<file path="src/rtl/alu_arbiter.sv">
// Two-port arbiter in front of a shared combinational 32-bit ALU.
// One operation in flight at a time: accept, execute for one cycle, hold the result until taken.
module alu_arbiter #(
    parameter bit RR_EN = 1'b1
) (
    input  logic        clk,
    input  logic        rst_n,
    input  logic [1:0]  req_valid,
    output logic [1:0]  req_ready,
    input  logic [31:0] req_a0,
    input  logic [31:0] req_b0,
    input  logic [31:0] req_a1,
    input  logic [31:0] req_b1,
    input  logic [3:0]  req_op0,
    input  logic [3:0]  req_op1,
    output logic [1:0]  rsp_valid,
    input  logic [1:0]  rsp_ready,
    output logic [31:0] rsp_c,
    output logic        rsp_ovf,
    output logic        rsp_dis,
    output logic [31:0] alu_a,
    output logic [31:0] alu_b,
    output logic [3:0]  alu_op,
    input  logic [31:0] alu_c,
    input  logic        alu_ovf,
    input  logic        alu_dis
);

    localparam logic [1:0] IDLE = 2'd0;
    localparam logic [1:0] EXEC = 2'd1;
    localparam logic [1:0] RESP = 2'd2;

    logic [1:0]  state;
    logic        owner;
    logic        last_grant;
    logic [31:0] op_a;
    logic [31:0] op_b;
    logic [3:0]  op_code;
    logic        grant;
    logic        accept;
    logic        ovf_defined;

    // NOTE: every signal assigned in a combinational block gets a default first,
    // so no path through the case leaves it unassigned and no latch is inferred.
    always_comb begin
        grant = 1'b0;
        case (req_valid)
            2'b01:   grant = 1'b0;
            2'b10:   grant = 1'b1;
            2'b11:   grant = RR_EN ? ~last_grant : 1'b0;
            default: grant = 1'b0;
        endcase
    end

    assign accept = (state == IDLE) && (req_valid != 2'b00);

    // Gated by rst_n so a requester holding valid through reset never sees a ready.
    assign req_ready = (accept && rst_n) ? (grant ? 2'b10 : 2'b01) : 2'b00;
    assign rsp_valid = (state == RESP) ? (owner ? 2'b10 : 2'b01) : 2'b00;

    // ALU overflow is only meaningful for the two signed arithmetic opcodes.
    assign ovf_defined = (op_code == 4'b0100) || (op_code == 4'b1001);

    assign alu_a  = op_a;
    assign alu_b  = op_b;
    assign alu_op = op_code;

    // NOTE: state registers use non-blocking assignments so every register samples
    // the pre-edge values of the others, independent of statement order.
    always_ff @(posedge clk or negedge rst_n) begin
        if (!rst_n) begin
            state      <= IDLE;
            owner      <= 1'b0;
            last_grant <= 1'b1;
            op_a       <= '0;
            op_b       <= '0;
            op_code    <= 4'b0000;
            rsp_c      <= '0;
            rsp_ovf    <= 1'b0;
            rsp_dis    <= 1'b0;
        end else begin
            case (state)
                IDLE: begin
                    if (accept) begin
                        owner      <= grant;
                        last_grant <= grant;
                        op_a       <= grant ? req_a1  : req_a0;
                        op_b       <= grant ? req_b1  : req_b0;
                        op_code    <= grant ? req_op1 : req_op0;
                        state      <= EXEC;
                    end
                end
                EXEC: begin
                    rsp_c   <= alu_c;
                    rsp_dis <= alu_dis;
                    rsp_ovf <= ovf_defined & alu_ovf;
                    state   <= RESP;
                end
                RESP: begin
                    if (rsp_ready[owner]) begin
                        state <= IDLE;
                    end
                end
                default: state <= IDLE;
            endcase
        end
    end

endmodule

</file>
<file path="config.mk">
export PLATFORM = sky130hd
export DESIGN_NAME = alu_arbiter
export DESIGN_NICKNAME = d
export VERILOG_FILES = /design/src/rtl/alu_arbiter.sv
export SDC_FILE = /design/constraint.sdc
export NUM_CORES = 1
export LEC_CHECK = 0
export CELL_PAD_IN_SITES_DETAIL_PLACEMENT = 0
export CELL_PAD_IN_SITES_GLOBAL_PLACEMENT = 1
export CORE_MARGIN = 8
export CORE_UTILIZATION = 26
export CTS_CLUSTER_DIAMETER = 100
export DETAILED_ROUTE_END_ITERATION = 12
export HOLD_SLACK_MARGIN = 0.12
export PLACE_DENSITY = 0.71
export SLEW_MARGIN = 15
export SYNTH_ARGS = -nofsm -noshare
export SYNTH_HDL_FRONTEND = slang
export SYNTH_SLANG_ARGS = --single-unit
</file>
<file path="constraint.sdc">
create_clock -name clk -period 3.4 [get_ports clk]
set_input_delay 1.02 -clock clk [delete_from_list [all_inputs] [get_ports clk]]
set_output_delay 1.02 -clock clk [all_outputs]
set_load 0.03 [all_outputs]
</file>
==> impl_metrics.yaml <==
global_route:
  grt_max_degree: 71
  grt_use_total_pct: 12.3
  first_global_vias: 4331
  antenna_found_initial: 0
  grt_pass1_wl_um: 25300
  overflow: 0
critical_path:
  path_cells: "clkdlybuf4s50_1 -> a21bo_4 -> nor4b_2 -> buf_4"
  crit_slowest_cell: "clkdlybuf4s50_1"
  arrival_ns: 2.30
  cp-start-kind: "input pin"
  r2r_start: "last_grant"
  cpPeakStageDelay_ns: 0.52
  path_delay_family: "buffers and inverters"
  crit_required_ns: 2.38
  critPathKind: "input pin to output port"
  startpoint: "req_valid[1]"
  critPathMaxFanout: 4
  critical_path.endpoint_type: "output port"
  worst-path-buf-inv: 2
pwr:
  power_density_nw_per_um2: 943
  peakVddDrop_v: 0.000382
  p_leak_nw: 3.81
finish:
  area_delta_synth_final_pct: 60.6
  final_design_area_no_fill_um2: 8690
  final_cells: 866
  nets: 768
  mostFrequentLayoutCell: "clkdlybuf4s50_1"
  final_layout_size_suffix_gt1_share_pct: 33.2
  mostFrequentLayoutCells: "clkdlybuf4s50_1, mux2_4, dfrtp_1, mux2_2, clkbuf_16"
  antenna_cells: 0
timing:
  finalSetupViolCount: 0
  post-route-period-util_pct: 97.7
  fmax_mhz: 301
  fin_tns_setup_ns: 0
  slew_viol_final: 0
  finClkSkew_ns: 0.00986
  fin_crit_ns: 3.32
  max_slew_margin_pct: 40.7
  rsz0062_at_grt: "false"
  worst_pin_slew_ns: 0.890
  worst_hold_slack_ns: 0.506
  hold_viol: 0
routing:
  met2_length_um: 7690
  top_layer: "met4"
  vias_per_cell: 4.19
  wl_met3_um: 1210
  vias: 3626
  drtIter0Drc: 115
  detail_route.drc_violations: 0
  firstDrtPassIters: 4
  wl_met1_um: 6680
  ant_nets: 0
  wl_per_cell_um: 18.4
  wl_um: 16000
logic_synthesis:
  syn_nets: 491
  synth_warnings: 0
  netlist-cell-type-count: 24
  syn_area_per_cell_um2: 17.2
  syn_inst: 315
  yosysSeqAreaShare_pct: 49.0
  syn_area_um2: 5410
  ys_ff_latch: 106
  synth_top_area_share_pct: 48.5
  synth_area_leaders: "dfrtp_1, mux2_4, mux2_2"
  yosys.area.top_type: "dfrtp_1"
clocking:
  cts_sinks: 106
  cts_made_buffers: 9
  path_clk_slew_ns: 0.07
  hold_buffers: 0
  cts_resized: 0
  cts_buffer_depth: 2
  cts_tree: "built"
  clock_tree.root_cell: "clkbuf_16"
  cts_setup_buffers: 0
  clkLatencyLatePin_ns: 0.35
  cts-htree-levels: 3
placed_design:
  dp_hpwl_um: 12400
  place_area_um2: 8420
  dp_cells: 851
  portBuffers: 281
  place.gp.congestion: 0.787
status:
  status: "finished clean"
die:
  num_rows: 52
  initial_core_util_pct: 26.6
  core_um2: 20400
  die_area_um2: 25700
  die_w_um: 160
  num_io_pins: 282
  die_h_um: 160
hold_path:
  hp-start: "rsp_c[5]"
  hold_path_class: "flop to flop"
run:
  max_cap_violations: 0
==> area by class of cell <==
cell class                 count  area (um^2)
sequential                   106         2650
multi-input combinational    188         2550
clock inverter                 5         38.8
fill                        1850        11700
inverter                       1         3.75
timing repair buffer         286         2870
clock buffer                  10          239
tap                          270          338
==> sequential cells by signal, indices dropped and copies added (netlist names) <==
| signal | flops |
|---|---|
| alu_a | 32 |
| alu_b | 32 |
| alu_op | 4 |
| last_grant | 1 |
| owner | 1 |
| rsp_c | 32 |
| rsp_dis | 1 |
| rsp_ovf | 1 |
| state | 2 |
==> power breakdown <==
group / switching, W / leakage [nW] / total [W] / internal [W]
Sequential: 0.000379 / 1.24 / 0.00230 / 0.00192
Combinational: 0.00238 / 2.43 / 0.00490 / 0.00251
Clock: 0.000478 / 0.135 / 0.000997 / 0.000519
Total: 0.00324 / 3.81 / 0.00820 / 0.00496
==> kinds of logic (layout without fill, tap and decap cells) <==
group                  after synthesis  after routing  synth area share [%]
AO/OA/AOI/OAI                        8              8                  1.06
buffers and inverters               21            302                  4.21
flip-flops                         106            106                  49.0
multiplexers                       170            170                  44.7
AND/OR/NAND/NOR                     10             10                  1.04
==> metrics by stage <==
step / power [W] / util (%) / setup WS (ns)
final: 0.00820 / 42.7 / 0.0775
after detailed placement: 0.00727 / 41.3 / 0.0630
after global placement: 0.00721 / 41.3 / 0.121
after CTS: 0.00833 / 42.7 / 0.0579
after floorplan: 0.00539 / - / 0.213
after global routing: 0.00861 / 42.7 / 0.0340
==> per-layer routing <==
metal  up-vias  global-route usage (%)
li1       1679                       -
met1      1754                    14.1
met2       171                    20.5
met3        22                    4.42
met5         -                       0
met4         0                    4.93
==> worst paths after layout <==
kind	slack, ns	endpoint	cells past startpoint
min in group asynchronous	0.80	rsp_c[14]	2
setup reg to reg	1.50	alu_op[3]	4
hold reg to reg	0.51	rsp_c[5]	1
setup / recovery	0.08	req_ready[1]	4
max in group asynchronous	1.96	alu_b[3]	2
hold / removal	0.51	rsp_c[5]	1
==> Yosys cell counts (all sizes together) <==
cell type and count:
nand2b 3, nand2 1, and3 1, o21a 1, dfrtp 105, o32ai 1
a31oi 1, nor4b 1, dfstp 1, a21bo 1, mux2 170, nor2 3
a22o 1, o21ai 1, buf 20, inv 1, a21oi 1, nor3b 1
o22ai 1
Note: power is estimated with default switching activity, not from simulation.
